[config.mk]
export PLATFORM = sky130hd
export DESIGN_NAME = muldiv_unit
export DESIGN_NICKNAME = d
export VERILOG_FILES = /design/src/rtl/muldiv_unit.sv
export SDC_FILE = /design/constraint.sdc
export NUM_CORES = 1
export LEC_CHECK = 0
export CAP_MARGIN = 20
export CORE_ASPECT_RATIO = 0.9
export CORE_MARGIN = 2
export CORE_UTILIZATION = 60
export CTS_CLUSTER_DIAMETER = 200
export CTS_CLUSTER_SIZE = 24
export DETAILED_ROUTE_END_ITERATION = 7
export GPL_ROUTABILITY_DRIVEN = 0
export PLACE_DENSITY = 0.82
export SYNTH_ARGS = -nofsm -noshare
export SYNTH_HDL_FRONTEND = slang
export SYNTH_SLANG_ARGS = --single-unit
[constraint.sdc]
create_clock -name clk -period 15.25 [get_ports clk]
set_input_delay 2.2875 -clock clk [delete_from_list [all_inputs] [get_ports clk]]
set_output_delay 2.2875 -clock clk [all_outputs]
set_load 0.005 [all_outputs]
[src/rtl/muldiv_unit.sv]
// Iterative RV32M multiply/divide unit: shift-add multiply and restoring divide
// over operand magnitudes, followed by one sign-fix cycle. Fixed XLEN+2 latency.
module muldiv_unit #(
    parameter int XLEN = 32,
    parameter int N    = 5
) (
    input  logic            clk,
    input  logic            reset,
    input  logic            start,
    input  logic [2:0]      funct3,
    input  logic [XLEN-1:0] a,
    input  logic [XLEN-1:0] b,
    input  logic [N-1:0]    rd_in,
    output logic            busy,
    output logic            done,
    output logic [XLEN-1:0] result,
    output logic [N-1:0]    rd_out
);

    localparam int CW = $clog2(XLEN);

    typedef enum logic [1:0] {IDLE, CALC, FIX, DONE} state_t;

    typedef enum logic [2:0] {
        OP_MUL    = 3'b000,
        OP_MULH   = 3'b001,
        OP_MULHSU = 3'b010,
        OP_MULHU  = 3'b011,
        OP_DIV    = 3'b100,
        OP_DIVU   = 3'b101,
        OP_REM    = 3'b110,
        OP_REMU   = 3'b111
    } op_t;

    state_t          state;
    op_t             op;
    logic [CW-1:0]   count;
    logic [N-1:0]    rd_q;
    logic            neg_a;
    logic            neg_b;
    logic            b_zero;
    logic [XLEN-1:0] mag_b;
    // Multiply: {acc_hi, acc_lo} is the product, acc_lo starts as multiplier.
    // Divide: acc_hi is the partial remainder, acc_lo shifts dividend out and quotient in.
    logic [XLEN-1:0] acc_hi;
    logic [XLEN-1:0] acc_lo;

    // Operand sign/magnitude decode at capture time.
    logic            a_signed_in;
    logic            b_signed_in;
    logic            a_neg_in;
    logic            b_neg_in;
    logic [XLEN-1:0] a_mag_in;
    logic [XLEN-1:0] b_mag_in;

    // NOTE: every always_comb output gets a default first so no path can infer a latch.
    always_comb begin
        a_signed_in = 1'b0;
        b_signed_in = 1'b0;
        case (op_t'(funct3))
            OP_MULH, OP_DIV, OP_REM: begin
                a_signed_in = 1'b1;
                b_signed_in = 1'b1;
            end
            OP_MULHSU: a_signed_in = 1'b1;
            default: ;
        endcase
        a_neg_in = a_signed_in & a[XLEN-1];
        b_neg_in = b_signed_in & b[XLEN-1];
        a_mag_in = a_neg_in ? -a : a;
        b_mag_in = b_neg_in ? -b : b;
    end

    // One iteration of each algorithm.
    logic [XLEN:0]   mul_sum;
    logic [XLEN:0]   div_shift;
    logic [XLEN:0]   div_diff;

    always_comb begin
        mul_sum   = {1'b0, acc_hi} + {1'b0, (acc_lo[0] ? mag_b : '0)};
        div_shift = {acc_hi, acc_lo[XLEN-1]};
        div_diff  = div_shift - {1'b0, mag_b};
    end

    // Sign correction and result selection.
    logic [2*XLEN-1:0] prod;
    logic [XLEN-1:0]   quo;
    logic [XLEN-1:0]   rem;
    logic [XLEN-1:0]   fix_result;

    always_comb begin
        prod = {acc_hi, acc_lo};
        if (neg_a ^ neg_b) prod = -prod;
        quo = acc_lo;
        if (b_zero)             quo = '1;
        else if (neg_a ^ neg_b) quo = -acc_lo;
        // A zero divisor leaves |a| in the remainder, so this also returns a unchanged.
        rem = neg_a ? -acc_hi : acc_hi;
        fix_result = '0;
        case (op)
            OP_MUL:                       fix_result = prod[XLEN-1:0];
            OP_MULH, OP_MULHSU, OP_MULHU: fix_result = prod[2*XLEN-1:XLEN];
            OP_DIV, OP_DIVU:              fix_result = quo;
            default:                      fix_result = rem;
        endcase
    end

    // NOTE: only control state and the visible outputs are reset; the datapath
    // registers are always loaded at capture before being read.
    always_ff @(posedge clk) begin
        if (reset) begin
            state  <= IDLE;
            busy   <= 1'b0;
            done   <= 1'b0;
            result <= '0;
            rd_out <= '0;
        end else begin
            done <= 1'b0;
            case (state)
                IDLE: begin
                    if (start) begin
                        op     <= op_t'(funct3);
                        rd_q   <= rd_in;
                        neg_a  <= a_neg_in;
                        neg_b  <= b_neg_in;
                        b_zero <= (b == '0);
                        mag_b  <= b_mag_in;
                        acc_hi <= '0;
                        acc_lo <= a_mag_in;
                        count  <= CW'(XLEN - 1);
                        busy   <= 1'b1;
                        state  <= CALC;
                    end
                end
                CALC: begin
                    if (op[2]) begin
                        acc_hi <= div_diff[XLEN] ? div_shift[XLEN-1:0] : div_diff[XLEN-1:0];
                        acc_lo <= {acc_lo[XLEN-2:0], ~div_diff[XLEN]};
                    end else begin
                        acc_hi <= mul_sum[XLEN:1];
                        acc_lo <= {mul_sum[0], acc_lo[XLEN-1:1]};
                    end
                    count <= count - 1'b1;
                    if (count == '0) state <= FIX;
                end
                FIX: begin
                    result <= fix_result;
                    rd_out <= rd_q;
                    done   <= 1'b1;
                    state  <= DONE;
                end
                DONE: begin
                    busy  <= 1'b0;
                    state <= IDLE;
                end
                default: state <= IDLE;
            endcase
        end
    end

endmodule
Yosys cells after proc, flatten, opt, wreduce, memory -nomap -nowiden
Index checks and enable logic that the tools add are counted.
- register bits: 153
- bits of input ports: 75
- output and inout port bits: 39
- word-level logic and storage cells: 80
- $add $sub $neg: 8
- eq/ne operators: 14
- muxes and demuxes: 25
- bitwise operators: 5
- reductions and logical operators: 14
- operators by type and width (operator ; number):
    32-bit 2-to-1 mux ; 11
    32-bit negator ; 4
    32-bit one-hot mux with 2 select lines ; 2
    32-bit one-hot mux with 3 select lines ; 1
    64-bit 2-to-1 mux ; 1
    64-bit negator ; 1
    32-bit by 32-bit adder with 33-bit output ; 1
    33-bit by 32-bit subtractor with 33-bit output ; 1
    32-bit logical NOT ; 1
    3-bit == test, second input constant ; 4
    5-bit one-hot mux with 2 select lines ; 1
    3-bit by 2-bit == test with 1-bit output, second input constant ; 3
    2-bit one-hot mux with 4 select lines ; 1
    3-bit by 1-bit == test with 1-bit output, second input constant ; 2
    3-bit AND reduction ; 2
    3-bit OR reduction ; 2
    5-bit logical NOT ; 1
    5-bit 2-to-1 mux ; 1
    5-bit by 1-bit subtractor with 5-bit output, second input constant ; 1
    2-bit == test, second input constant ; 2
    1-bit 2-to-1 mux ; 4
    2-bit 2-to-1 mux ; 2
    2-bit != test, second input constant ; 2
    2-bit AND reduction ; 2
    other kinds (10) ; 13

Logic depth before layout (Yosys ltp)
- word-level depth: 7
- depth in mapped cells: 15
- mapped depth without buffers: 13

Least setup slack after synthesis
OpenSTA, ideal clock, no wires.
- kind: input to register
- from: input reset
- to: register acc_hi[0], enable pin
- setup time: 519 ps
- arrival: 6025 ps
- required time: 14731 ps
- path slack: 8707 ps
- cell stages on the path: 3
- path buffers: 2
- cells stage by stage: clkbuf_1 -> clkbuf_1 -> a21oi_1
- word-level cells in the longest chain between the ends: 2
- ends and longest elaborated chain (element ; RTL line ; RTL):
    start: declaration ; 8 ; input logic reset,
    1-bit NOT (no source line) ; - ;
    3-bit AND reduction (no source line) ; - ;
    end signal: assignment ; 137 ; acc_hi <= div_diff[XLEN] ? div_shift[XLEN-1:0] : div_diff[XLEN-1:0];
    end signal: assignment ; 140 ; acc_hi <= mul_sum[XLEN:1];
    end: declaration ; 45 ; logic [XLEN-1:0] acc_hi;
Every way passes these cells.
A chain may end at the register's enable or synchronous reset.

Worst setup path in the final report
- from: register acc_lo[0]
- to: register acc_hi[25], data pin
- word-level cells in the longest chain between the ends: 4
- ends and longest elaborated chain (element ; RTL line ; RTL):
    start: declaration ; 46 ; logic [XLEN-1:0] acc_lo;
    start signal: assignment ; 129 ; acc_lo <= a_mag_in;
    start signal: assignment ; 138 ; acc_lo <= {acc_lo[XLEN-2:0], ~div_diff[XLEN]};
    start signal: assignment ; 141 ; acc_lo <= {mul_sum[0], acc_lo[XLEN-1:1]};
    32-bit 2-to-1 mux ; 80 ; mul_sum = {1'b0, acc_hi} + {1'b0, (acc_lo[0] ? mag_b : '0)};
    32-bit by 32-bit adder with 33-bit output ; 80 ;
    32-bit 2-to-1 mux ; 136 ; if (op[2]) begin
    32-bit one-hot mux with 2 select lines ; 119 ; case (state)
Every way passes these cells.

==> impl_metrics.json <==
{
  "regArea_sq_um": 4180,
  "tightest_slew_ps": 1110,
  "drt_iter0_drc": 1773,
  "grt_max_degree": 85,
  "syn-instance-count": 1646,
  "synth_top_family_by_area": "compound AO/OA/AOI/OAI gates",
  "synthAdderAreaFrac_pct": 7.00,
  "slew_violations": 0,
  "rsz0062_at_grt": "false",
  "dieArea_sq_um": 24200,
  "cp.required_ps": 15410,
  "m1WireLength_mm": 16.1,
  "top_layer": "met4",
  "syn_to_final_growth_pct": 13.8,
  "final_core_util_pct": 69.7,
  "critPathKind": "register to register",
  "synth-edff-count": 112,
  "place.port_buffers": 113,
  "avgSynthCellArea_sq_um": 8.38,
  "layout_commonest_cell": "a21oi_1",
  "setup_violations": 0,
  "regToRegSetupSlack_ps": 9960,
  "numCtsBuffers": 17,
  "wirelength_mm": 39.3,
  "synth_seq_cells": 153,
  "first_pass_iters": 6,
  "cts-resized-gates": 0,
  "hp-class": "register to register",
  "min_path_cells": 2,
  "max_cap_viol_count": 0,
  "period_share_pct": 34.7,
  "clkSinkCount": 153,
  "p_leak_nw": 6.18,
  "fin_crit_ps": 5290,
  "ys_seq_area_share_pct": 30.3,
  "power.density_nw_per_um2": 153,
  "final_cell_area_sq_um": 15700,
  "cts_buffer_depth": 2,
  "startpoint_type": "register",
  "slew_headroom_pct": 26.1,
  "drc": 0,
  "ys_async_sr_fraction_pct": 0,
  "syn_area_sq_um": 13800,
  "final.setup.worst_slack_ps": 9960,
  "core-area_sq_um": 22500,
  "crit_path_max_fanout": 32,
  "crit_path_frequent_cell": "o31ai_1",
  "placed_area_sq_um": 15100,
  "rows": 52,
  "hold_viol_final": 0,
  "ff2ff_path_depth": 13,
  "finalClockSkew_ps": 10.3,
  "synth.area.mux_share_pct": 4.38,
  "gr-total-overflow": 0,
  "insertion_delay_ps": 450,
  "grt_pass1_vias": 12314,
  "synth-main-ff-cell": "edfxtp_1",
  "cts_tree": "built",
  "n_fill_cell": 1817,
  "num_vias": 13264,
  "irDropWorstVdd_v": 0.000120,
  "antenna_found_initial": 0,
  "fmax_ghz": 0.189,
  "die_h_microns": 148,
  "crit_arrival_ps": 5450,
  "tns_ps": 0,
  "h-tree-depth": 4,
  "p_total_mw": 2.40,
  "critical_path.cell_chain": "inv_1 > nor2_1 > fa_1 > a211oi_1 > o21bai_1 > a2111o_1 > a2111oi_0 > o31ai_1 > a21boi_0 > o31ai_1 > xor2_1 > o21ai_0 > a21oi_1",
  "cts_hold_buf": 0,
  "synth_compound_area_share_pct": 23.8,
  "cpMaxStageDelayCell": "a2111oi_0",
  "post_cts_buffers": 0,
  "synth_fp_nets": 1797,
  "start_util_pct": 61.3,
  "clkTransAtPathRegs_ps": 70,
  "critPathMaxStageDelay_ps": 880,
  "final_cell_mix": "158 x a21oi_1, 149 x nor2_1, 136 x nand2_1",
  "synth_warnings": 0,
  "final_net_count": 1851,
  "cts_root_buf": "clkbuf_16",
  "n_antenna_cell": 0,
  "synth-xor-area-share_pct": 12.6,
  "ys_types": 80,
  "dpl.hpwl_mm": 28.6,
  "ant_nets": 0,
  "grt_pass1_wl_mm": 61.9,
  "outcome": "finished clean",
  "pre_cts_slack_ps": 9780,
  "drive_above_1_share_pct": 5.31,
  "wl_met2_mm": 18.0,
  "wl_met3_mm": 3.88,
  "wl_per_cell_microns": 19.5,
  "via_per_inst": 6.60,
  "ioPinCount": 114,
  "critical_path.endpoint_type": "register",
  "grt_use_total_pct": 31.9,
  "synth-simple-area-share_pct": 17.2,
  "multiInputGateArea_sq_um": 9010,
  "die_width_microns": 164
}
path summary, 6_finish.rpt:
| path | startpoint | end |
|---|---|---|
| setup / recovery | acc_lo[0] | acc_hi[25] |
| hold / removal | result[22] | result[22] |
| setup reg to reg | acc_lo[0] | acc_hi[25] |
| hold reg to reg | result[22] | result[22] |
synthesized netlist by cell type, types with 12 or more instances:
library cell	count	area [sq um]
nand4_1	14	87.6
or4_1	15	113
o211ai_1	15	113
xor2_1	92	806
edfxtp_1	112	3360
clkbuf_1	75	282
inv_1	70	263
mux2i_1	57	571
o31ai_1	29	218
a221oi_1	16	140
nor3_1	34	170
nor2_1	151	567
ha_1	74	926
o21ai_0	118	591
nand2_1	136	510
nor2b_1	12	75.1
a31oi_1	14	87.6
a21oi_1	159	796
nor4_1	12	75.1
a21o_1	38	285
nand2b_1	18	113
nand3_1	24	120
dfxtp_1	41	821
xnor2_1	104	911
o21a_1	13	97.6
sequential cells by signal, indices dropped and copies added, names as in the netlist:
register  cells
rd_q          5
neg_b         1
busy          1
done          1
count         5
state         2
rd_out        5
b_zero        1
mag_b        32
result       32
acc_hi       32
neg_a         1
acc_lo       32
op            3
critical path, delay by kind of cell (launching register included):
| family | cells | cell delay, ps |
|---|---|---|
| adder cells (fa/ha/maj) | 1 | 510 |
| XOR/XNOR | 1 | 150 |
| AND/OR/NAND/NOR | 1 | 210 |
| buffers and inverters | 1 | 840 |
| AO/OA/AOI/OAI | 9 | 2810 |
| flip-flops | 1 | 490 |
power by group:
group | internal (mW) | switching (mW) | leakage (nW)
logic | 0.522 | 0.731 | 4.52
registers | 0.582 | 0.132 | 1.37
clock network | 0.233 | 0.205 | 0.287
cell type report:
class	count	area share, %
timing repair buffer	130	8.15
inverter	71	1.70
tap	297	2.37
clock inverter	14	0.989
clock buffer	18	2.73
sequential	153	26.7
multi-input combinational	1327	57.4
per-stage QoR:
| stage | hold slack [ps] | std cells |
|---|---|---|
| floorplan | 435 | 1646 |
| global placement | 425 | 1976 |
| detailed placement | 432 | 1978 |
| CTS | 442 | 2010 |
| global route | 458 | 2010 |
| finish | 439 | 2010 |
logic make-up after synthesis:
logic type      after synthesis
compound gates              514
xor+xnor                    197
fa+ha+maj                    76
buf+inv                     166
flops                       153
mux                          60
simple gates                480
routing by layer:
| layer | vias to the layer above | track usage, % |
|---|---|---|
| met5 | - | 0 |
| met1 | 6221 | 42.5 |
| met4 | 0 | 12.1 |
| li1 | 6135 | - |
| met2 | 766 | 51.1 |
| met3 | 142 | 6.71 |
(Power assumes the default switching activity.)
